<file path="config.mk">
export PLATFORM = sky130hd
export DESIGN_NAME = updown_counter
export DESIGN_NICKNAME = d
export VERILOG_FILES = /design/src/rtl/updown_counter_pkg.sv /design/src/rtl/updown_counter_next.sv /design/src/rtl/updown_counter.sv
export SDC_FILE = /design/constraint.sdc
export NUM_CORES = 1
export LEC_CHECK = 0
export BUFFER_PORTS_ARGS = -buffer_cell sky130_fd_sc_hd__buf_2
export CAP_MARGIN = 30
export CORE_AREA = 2 2 39 41
export CTS_CLUSTER_SIZE = 30
export DETAILED_ROUTE_END_ITERATION = 8
export DIE_AREA = 0 0 41 43
export SLEW_MARGIN = 20
export SYNTH_ARGS = -nofsm -noshare
export SYNTH_HDL_FRONTEND = slang
export SYNTH_HIERARCHICAL = 1
export SYNTH_SLANG_ARGS = --single-unit
</file>
<file path="constraint.sdc">
create_clock -name clk -period 1.3 [get_ports clk]
set_input_delay 0.13 -clock clk [delete_from_list [all_inputs] [get_ports clk]]
set_output_delay 0.13 -clock clk [all_outputs]
set_load 0.01 [all_outputs]
</file>
<file path="src/rtl/updown_counter_pkg.sv">
// Shared constants for updown_counter: default width and direction encoding.
// No logic, no latency, no backpressure.
package updown_counter_pkg;

  localparam int DEFAULT_WIDTH = 3;

  typedef enum logic {
    DIR_DOWN = 1'b0,
    DIR_UP   = 1'b1
  } dir_e;

endpackage

</file>
<file path="src/rtl/updown_counter_next.sv">
// Combinational step logic: count +/- 1 mod 2^WIDTH plus the "this step wraps" flag.
// Zero latency, no backpressure.
module updown_counter_next
  import updown_counter_pkg::*;
#(
  parameter int WIDTH = DEFAULT_WIDTH
) (
  input  logic [WIDTH-1:0] count,
  input  logic             U_D,
  output logic [WIDTH-1:0] count_step,
  output logic             wrap
);

  localparam logic [WIDTH-1:0] ONE = WIDTH'(1);

  always_comb begin
    count_step = count;
    wrap       = 1'b0;
    if (U_D == DIR_UP) begin
      count_step = count + ONE;
      wrap       = (count == '1);
    end else begin
      count_step = count - ONE;
      wrap       = (count == '0);
    end
  end

endmodule

</file>
<file path="src/rtl/updown_counter.sv">
// Loadable up/down counter, priority reset_n > ld > step, wraps mod 2^WIDTH; tc port only with UPDOWN_COUNTER_TC_EN.
// Count updates one cycle after sampling; no backpressure, steps every non-reset non-load cycle.
module updown_counter
  import updown_counter_pkg::*;
#(
  parameter int WIDTH = DEFAULT_WIDTH
) (
  input  logic             clk,
  input  logic             reset_n,
  input  logic             ld,
  input  logic             U_D,
  input  logic [WIDTH-1:0] data_in,
`ifdef UPDOWN_COUNTER_TC_EN
  output logic             tc,
`endif
  output logic [WIDTH-1:0] count
);

  logic [WIDTH-1:0] count_q;
  logic [WIDTH-1:0] count_d;
  logic [WIDTH-1:0] count_step;

`ifdef UPDOWN_COUNTER_TC_EN
  logic step_wrap;
`else
  logic step_wrap_unused;
`endif

  updown_counter_next #(
    .WIDTH(WIDTH)
  ) u_next (
    .count      (count_q),
    .U_D        (U_D),
    .count_step (count_step),
`ifdef UPDOWN_COUNTER_TC_EN
    .wrap       (step_wrap)
`else
    .wrap       (step_wrap_unused)
`endif
  );

  // reset_n is active-high despite its name
  always_comb begin
    count_d = count_q;
    if (reset_n) begin
      count_d = '0;
    end else if (ld) begin
      count_d = data_in;
    end else begin
      count_d = count_step;
    end
  end

  always_ff @(posedge clk) begin
    count_q <= count_d;
  end

  assign count = count_q;

`ifdef UPDOWN_COUNTER_TC_EN
  // tc looks only at count and direction, so it flags a wrap even on load/reset cycles
  assign tc = step_wrap;
`endif

endmodule

</file>
==> results.cfg, run 1 <==
[outcome]
result_of_the_run = complete, no violations

[timing]
rsz0062_at_grt = yes
max-slew-margin-rel = 0.8928
min_period_over_period = 0.9763
finalHoldViolCount = 0
finalMaxSlewViolations = 0
fmax_ghz = 0.7879
final_setup_skew_ns = 0.0007358
fin_crit_ns = 1.269
hold_slack_ns = 0.08966
setup-violations-final = 0
tightest_slew_ns = 0.1564

[clock_network]
cts.sinks = 3
clk-insertion-delay-late_ns = 0.23
cts.path.max_buffers = 2
cts-buffers-inserted = 3
cts_h_tree_depth = 1
clk_transition_reported_paths_ns = 0.04
cts_tree = built
cts_root_buf = sky130_fd_sc_hd__clkbuf_4

[job]
max_cap_violations = 0

[layout]
area_delta_synth_final_pct = 75.21
layout-drive-gt1-share = 0.5714
n_antenna_cell = 0
finalInstanceArea_um2 = 256.5
largest_register_ff_count = 3
layout.cells.non_filler = 44
final_core_util = 0.1854
fin_nets = 37

[grt]
global_route_wire_length_before_repair_um = 531
gr-usage-all-layers = 0.05622
grt_pass1_vias = 144
pin_count_of_the_biggest_net_entering_global_routing = 4
grt-ovfl-total = 0
initial_antenna_violation_count = 0

[setup_path]
cpLargestDelayFamily = adder cells
critical_path.cell_chain = fa_2 -> xnor2_2 -> xnor2_1 -> mux2i_1 -> nor2_1
slowest_stage = sky130_fd_sc_hd__fa_2
end_kind = flip-flop
critPathBufInv = 0
critPathRequiredTime_ns = 1.42
critical_path.max_stage_delay_ns = 0.37
worst-endpoint-arrival_ns = 1.39
setup.worst_path.class = flip-flop to flip-flop
cp_max_fo = 2
critPathLaunchType = flip-flop

[floorplanning]
num_io_pins = 10
die_y_extent_um = 43
die_x_um = 41
initial_core_util = 0.1058
core-area_mm2 = 0.001384
design.die.area_mm2 = 0.001763
rows = 14

[routing]
via_per_inst = 3.068
routedWlPerCell_um = 8.068
detail-route-antenna-nets = 0
drt_wl_total_um = 355
vias = 135
drc = 0
first_iter_violations = 1
length_of_the_first_detailed_routing_pass_in_iterations = 2

[pwr]
power.leakage_nw = 0.1303
seqPwrFrac = 0.318
total_switching_power_mw = 0.09000
vdd_drop_max_v = 0.0002262
clock_power_share = 0.461
netSwitchingFraction = 0.2554
pwr-share-comb = 0.220
power.density_mw_per_mm2 = 1374
internal_power_mw = 0.2624

[synthesis]
synth-warning-count = 6
net_count_after_synthesis = 22
post_synth_inst_count = 14
synth_area_per_cell_um2 = 10.46
post_synth_instance_area_um2 = 146.4

[placement]
place_congestion = 0.5388
dpl.cell_count = 40
cell_area_after_placement_um2 = 219.0
io_buffer_count = 9

[hold_path]
hold_path_class = primary input to flip-flop
==> power groups by stage <==
stage / Clock, mW / Sequential [mW] / Combinational, mW
2_1_floorplan: 0 / 0.116 / 0.0352
3_3_place_gp: 0 / 0.111 / 0.0688
3_5_place_dp: 0 / 0.111 / 0.0718
4_1_cts: 0.173 / 0.110 / 0.0736
5_1_grt: 0.179 / 0.114 / 0.0879
6_report: 0.163 / 0.112 / 0.0777
==> final timing paths <==
path | startpoint | slack [ns] | cells past startpoint | end
max reg2reg | count[1] | 0.03 | 5 | count[2]
min | reset_n | 0.09 | 2 | count[1]
max | count[1] | 0.03 | 5 | count[2]
min reg2reg | count[0] | 0.67 | 4 | count[0]
==> per-layer routing <==
| metal | global-route usage | wire length [um] | up-vias | share of wire |
|---|---|---|---|---|
| met2 | 0.05938 | 183 | 7 | 0.52 |
| met1 | 0.05145 | 131 | 58 | 0.37 |
| met5 | 0 | 0 | - | 0 |
| met3 | 0.04712 | 39 | 0 | 0.11 |
| li1 | - | - | 70 | - |
| met4 | 0.08000 | 0 | 0 | 0 |
==> through the flow <==
stage	setup TNS (ns)	total power, mW	setup slack, ns
floorplan	0	0.1510	0.02640
global placement	0	0.1796	0.01192
detailed placement	-0.02496	0.1832	-0.02496
CTS	0	0.3573	0.03567
global route	-0.03117	0.3804	-0.03117
finish	0	0.3524	0.03086
==> cells in the final DEF (no fill, tap or decap) <==
| cell type | n |
|---|---|
| sky130_fd_sc_hd__dfxtp_1 | 2 |
| sky130_fd_sc_hd__xnor2_1 | 1 |
| sky130_fd_sc_hd__buf_4 | 1 |
| sky130_fd_sc_hd__xnor2_2 | 1 |
| sky130_fd_sc_hd__dfxtp_2 | 1 |
| sky130_fd_sc_hd__nor2_1 | 3 |
| sky130_fd_sc_hd__fa_2 | 1 |
| sky130_fd_sc_hd__buf_2 | 9 |
| sky130_fd_sc_hd__clkbuf_1 | 1 |
| sky130_fd_sc_hd__inv_1 | 2 |
| sky130_fd_sc_hd__mux2i_1 | 3 |
| sky130_fd_sc_hd__clkbuf_4 | 3 |
==> worst register-to-register path, stage by stage (launching register included) <==
cell and delay (ns):
sky130_fd_sc_hd__dfxtp_2 0.32, sky130_fd_sc_hd__fa_2 0.37, sky130_fd_sc_hd__xnor2_2 0.14, sky130_fd_sc_hd__xnor2_1 0.12, sky130_fd_sc_hd__mux2i_1 0.15, sky130_fd_sc_hd__nor2_1 0.05
==> final cells by class <==
cell class,instances,area [um2]
Tap cell,16,20.02
Timing Repair Buffer,10,52.55
Multi-Input combinational cell,9,88.84
Clock buffer,4,26.28
Inverter,2,7.507
Fill cell,160,1127
Sequential cell,3,61.31
==> timing repair <==
item | 4_1_cts | 5_1_grt
gates resized for setup | 1 | 2
pin swaps | 1 | 1
hold buffers | 0 | 0
buffers inserted | 0 | 0
setup endpoints to repair | 1 | 1
cloned | 0 | 0
(Power assumes the default switching activity.)
==> run 2: changes to the inputs <==
--- a/config.mk
+++ b/config.mk
@@ -14,5 +14,4 @@
 export SLEW_MARGIN = 20
 export SYNTH_ARGS = -nofsm -noshare
 export SYNTH_HDL_FRONTEND = slang
-export SYNTH_HIERARCHICAL = 1
 export SYNTH_SLANG_ARGS = --single-unit
==> run 2 against run 1 <==
Area after synthesis rose by 7.7%. Largest power group unchanged. Largest cell class unchanged. Final cell count fell by 4.5%. Clock-buffer cell count did not move.
==> results.cfg, run 2 <==
[timing]
min_period_over_period = 0.9413
setup_slack_ns = 0.07633
rsz0062_at_grt = no
tightest_slew_ns = 0.1345
finalSetupTns_ns = 0
fin_crit_ns = 1.224
final_setup_skew_ns = 0.002213
finalHoldViolCount = 0
fmax_ghz = 0.8172
finalMaxSlewViolations = 0
max-slew-margin-rel = 0.9078
setup-violations-final = 0

[routing]
wl_met1_um = 174
route.met2.wl_um = 108
drt_wl_total_um = 348
length_of_the_first_detailed_routing_pass_in_iterations = 1
via_per_inst = 3.310
drc = 0
routedWlPerCell_um = 8.286
vias = 139
first_iter_violations = 0
highest-signal-layer = met4
dr_wl_met3_um = 47
detail-route-antenna-nets = 0

[grt]
grt-ovfl-total = 0
grt_pass1_vias = 140
gr-usage-all-layers = 0.05416
pin_count_of_the_biggest_net_entering_global_routing = 5
global_route_wire_length_before_repair_um = 496
initial_antenna_violation_count = 0

[floorplanning]
design.die.area_mm2 = 0.001763
initial_core_util = 0.1139
die_x_um = 41
die_y_extent_um = 43
core-area_mm2 = 0.001384
num_io_pins = 10
rows = 14

[synthesis]
synth-main-ff-cell = sky130_fd_sc_hd__dfxtp_1
yosys-mux-area-fraction = 0.06349
synth_enable_flop_cells = 0
post_synth_inst_count = 13
synth_top_family_by_area = XOR/XNOR gates
synth_compound_gate_area_share = 0.1270
yosys.cell_count.top_type = sky130_fd_sc_hd__dfxtp_1
synthAdderAreaFrac = 0.1270
synth_cell_types = 9
ys_ff_latch = 3
synth_sequential_area_ratio = 0.3810
synth-warning-count = 0
synth-async-reset-ratio = 0
synth_simple_gate_area_share = 0.1032
synth.top_cells.by_area = sky130_fd_sc_hd__dfxtp_1 (38%), sky130_fd_sc_hd__xor3_1 (15%), sky130_fd_sc_hd__fa_1 (13%), sky130_fd_sc_hd__a211oi_2 (7.9%), sky130_fd_sc_hd__nor2b_1 (7.9%)
synth_xor_area_frac = 0.1508
synth_top_cell_area_share = 0.3810
net_count_after_synthesis = 21
synth_top_cells_by_count = sky130_fd_sc_hd__dfxtp_1 (3), sky130_fd_sc_hd__inv_1 (2), sky130_fd_sc_hd__nor2b_1 (2)
post_synth_instance_area_um2 = 157.7
synth_top_area_cell = sky130_fd_sc_hd__dfxtp_1
synth_area_per_cell_um2 = 12.13

[placement]
placement.setup.worst_slack_ns = 0.06778
dpl.cell_count = 38
place_congestion = 0.5725
io_buffer_count = 9
cell_area_after_placement_um2 = 222.7

[clock_network]
cts_root_buf = sky130_fd_sc_hd__clkbuf_4
cts-buffers-inserted = 3
cts.path.max_buffers = 2
post-cts-setup-buffers = 0
cts_tree = built
cts_h_tree_depth = 1
hold_fix_buffer_count_after_cts = 0
clk-insertion-delay-late_ns = 0.24
cts.sinks = 3
postCtsResizedCells = 0
clk_transition_reported_paths_ns = 0.04

[setup_path]
critPathBufInv = 0
critPathRequiredTime_ns = 1.46
cpLargestDelayFamily = adder cells
critical_path.max_stage_delay_ns = 0.40
critPathLaunchType = flip-flop
worst-endpoint-arrival_ns = 1.38
cp_max_fo = 3
slowest_stage = sky130_fd_sc_hd__fa_1
critical_path.cell_chain = fa_1 -> xor3_1 -> a211oi_2
setup.worst_path.class = flip-flop to flip-flop
end_kind = flip-flop

[layout]
finalInstanceArea_um2 = 249.0
layout-drive-gt1-share = 0.5000
area_delta_synth_final_pct = 57.94
layout.cells.non_filler = 42
fin_nets = 35
largest_register_ff_count = 3
final_core_util = 0.1799
fillerInstances = 160
n_antenna_cell = 0
mostFrequentLayoutCells = sky130_fd_sc_hd__buf_2 (9), sky130_fd_sc_hd__clkbuf_4 (3), sky130_fd_sc_hd__dfxtp_1 (3)
mostFrequentLayoutCell = sky130_fd_sc_hd__buf_2

[job]
max_cap_violations = 0

[pwr]
power.density_mw_per_mm2 = 1365
vdd_drop_max_v = 0.0003606
power.leakage_nw = 0.1252

[hold_path]
hold_path_class = primary input to flip-flop

[outcome]
result_of_the_run = complete, no violations
[run 2: cells by family after synthesis]
logic type | Yosys count
xor gates and xnor gates | 1
adders and majority gates | 1
AOI/OAI and AO/OA | 2
and+or+nand+nor | 3
DFF | 3
buffers and inverters | 2
muxes | 1
[run 2: path summary, 6_finish.rpt]
kind / startpoint / end / slack, ns / cells after the start
max: count[0] / count[2] / 0.08 / 3
min: reset_n / count[2] / 0.08 / 2
min reg2reg: count[0] / count[0] / 0.51 / 1
max reg2reg: count[0] / count[2] / 0.08 / 3
[run 2: metrics by stage]
stage | power, mW | hold WS [ns]
floorplan | 0.1493 | 0.1946
global placement | 0.1726 | 0.3311
detailed placement | 0.1750 | 0.3339
CTS | 0.3489 | 0.08043
global route | 0.3716 | 0.07853
finish | 0.3398 | 0.08385
[run 2: routing by layer]
layer	GRT usage	up-vias
met3	0.06283	2
met2	0.04375	13
met1	0.05128	55
met4	0.08000	0
li1	-	69
met5	0	-
[run 2: final cells by class]
cell class	instances	area, um2	area share
timing repair buffer	9	45.04	0.1809
inverter	2	7.507	0.03015
tap	16	20.02	0.08040
multi-input combinational	8	90.09	0.3618
clock buffer	4	26.28	0.1055
sequential	3	60.06	0.2412
[run 2: power breakdown]
part           switching [mW]  internal [mW]  total (mW)
logic                  0.0259         0.0368      0.0626
registers             0.00652          0.102       0.109
clock network          0.0532          0.115       0.169
total                  0.0855          0.254       0.340
==> run 3: changes to the inputs <==
--- a/config.mk
+++ b/config.mk
@@ -5,12 +5,13 @@
 export SDC_FILE = /design/constraint.sdc
 export NUM_CORES = 1
 export LEC_CHECK = 0
-export BUFFER_PORTS_ARGS = -buffer_cell sky130_fd_sc_hd__buf_2
 export CAP_MARGIN = 30
 export CORE_AREA = 2 2 39 41
 export CTS_CLUSTER_SIZE = 30
 export DETAILED_ROUTE_END_ITERATION = 8
 export DIE_AREA = 0 0 41 43
+export DONT_BUFFER_PORTS = 1
+export MAX_ROUTING_LAYER = met4
 export SLEW_MARGIN = 20
 export SYNTH_ARGS = -nofsm -noshare
 export SYNTH_HDL_FRONTEND = slang
==> run 3 against run 2 <==
Clock skew hardly changed. Combinational power is 25% lower. Register-to-register slack better by 0.03 ns. First-iteration DRC count is 2 higher. Critical path type unchanged. Sequential share of layout area is 3.0 points higher. Worst setup slack better by 0.032 ns. Global-route usage is 0.23 points higher.
==> results.cfg, run 3 (synthesized netlist as in run 2, its figures left out) <==
[layout]
layout.cells.non_filler = 35
layout-drive-gt1-share = 0.2632
fin_nets = 28
n_antenna_cell = 0
mostFrequentLayoutCells = sky130_fd_sc_hd__clkbuf_4 (3), sky130_fd_sc_hd__dfxtp_1 (3), sky130_fd_sc_hd__inv_1 (2), sky130_fd_sc_hd__nor2b_1 (2)
area_delta_synth_final_pct = 40.48
largest_register_ff_count = 3

[grt]
pin_count_of_the_biggest_net_entering_global_routing = 5
gr-usage-all-layers = 0.05647
grt-ovfl-total = 0
initial_antenna_violation_count = 0
grt_pass1_vias = 119
global_route_wire_length_before_repair_um = 483

[setup_path]
critPathBufInv = 0
reg2regPathDepth = 3
r2r_start = count[0]
setup.worst_path.class = flip-flop to flip-flop
slowest_stage = sky130_fd_sc_hd__fa_1
worst-endpoint-arrival_ns = 1.35
cp_max_fo = 2
critical_path.cell_chain = fa_1 -> xor3_1 -> a211oi_2
cpLargestDelayFamily = adder cells
rrSetupSlack_ns = 0.11
worstSetupStartpoint = count[0]
critPathLaunchType = flip-flop
critPathRequiredTime_ns = 1.46
critical_path.max_stage_delay_ns = 0.40
end_kind = flip-flop
reg2reg_to = count[2]

[clock_network]
cts_tree = built
clk_transition_reported_paths_ns = 0.04
cts.sinks = 3
cts-buffers-inserted = 3
cts_root_buf = sky130_fd_sc_hd__clkbuf_4
cts_h_tree_depth = 1
clk-insertion-delay-late_ns = 0.23
post-cts-setup-buffers = 0
cts.path.max_buffers = 2

[routing]
drc = 0
routedWlPerCell_um = 10.23
via_per_inst = 3.629
detail-route-antenna-nets = 0
vias = 127
drt_wl_total_um = 358
length_of_the_first_detailed_routing_pass_in_iterations = 2
first_iter_violations = 2

[pwr]
power.density_mw_per_mm2 = 1477
total_power_mw = 0.3272
power.leakage_nw = 0.09682
vdd_drop_max_v = 0.0003861

[job]
max_cap_violations = 0

[timing]
fin_crit_ns = 1.192
final_setup_skew_ns = 0.002158
finalMaxSlewViolations = 0
tightest_slew_ns = 0.1770
setup_slack_ns = 0.1080
fmax_ghz = 0.8389
finalHoldViolCount = 0
min_period_over_period = 0.9169
setup-violations-final = 0
max-slew-margin-rel = 0.8813
finalSetupTns_ns = 0
rsz0062_at_grt = no

[placement]
post-dp-hpwl_um = 254.2
io_buffer_count = 0
place_congestion = 0.4838
dpl.cell_count = 30
placement.setup.worst_slack_ns = 0.09912

[floorplanning]
die_x_um = 41
rows = 14
die_y_extent_um = 43
design.die.area_mm2 = 0.001763
num_io_pins = 10
core-area_mm2 = 0.001384
initial_core_util = 0.1139

[hold_path]
min_delay_worst_endpoint = count[1]
hold_path_class = primary input to flip-flop
min_delay_path_depth = 2
min_from = data_in[1]

[outcome]
result_of_the_run = complete, no violations
[run 3: changes by cell type in the layout (fill, tap and decap cells not counted)]
cell / delta
sky130_fd_sc_hd__dlygate4sd3_1: +1
sky130_fd_sc_hd__buf_4: +1
sky130_fd_sc_hd__buf_2: -9
[run 3: per-layer routing]
| metal | global-route usage | share of wire |
|---|---|---|
| met1 | 0.05751 | 0.49 |
| met2 | 0.04063 | 0.30 |
| met3 | 0.06283 | 0.16 |
| met4 | 0.08000 | 0.053 |
| met5 | - | 0 |
[run 3: worst max path at each step]
stage | depth (start not counted) | end | slack, ns
5_1_grt | 3 | count[2] | 0.07
3_5_place_dp | 3 | count[2] | 0.1
6_report | 3 | count[2] | 0.11
3_3_place_gp | 3 | count[2] | 0.11
4_1_cts | 3 | count[2] | 0.09
2_1_floorplan | 3 | count[2] | 0.09
[run 3: power breakdown]
part / switching, mW / internal, mW / total [mW]
clock: 0.0518 / 0.115 / 0.167
sequential: 0.0108 / 0.102 / 0.113
combinational: 0.0174 / 0.0298 / 0.0472
total: 0.0800 / 0.247 / 0.327
[run 3: layout make-up]
cell class | instances | area, um2
clock buffers | 4 | 26.28
fillers | 163 | 1162
inverters | 2 | 7.507
multi-input cells | 8 | 90.09
flip-flops and latches | 3 | 60.06
well taps | 16 | 20.02
repair buffers | 2 | 17.52
[run 3: worst register-to-register path: stages (launching register included)]
cell and delay [ns]:
sky130_fd_sc_hd__dfxtp_1 0.32, sky130_fd_sc_hd__fa_1 0.40, sky130_fd_sc_hd__xor3_1 0.20, sky130_fd_sc_hd__a211oi_2 0.20
[run 3: per-stage QoR]
stage	hold WS (ns)	util	instance area (um2)
after floorplan	0.1946	-	157.7
after detailed placement	0.1964	0.1338	185.2
after global routing	0.06031	0.1600	221.5
after CTS	0.05204	0.1600	221.5
after global placement	0.1962	0.1338	185.2
final	0.05890	0.1600	221.5
[run 3: repair_timing]
item                                   4_1_cts  5_1_grt
endpoints found under the hold margin        3        0
resized for setup                            0        0
hold buffers                                 1        0
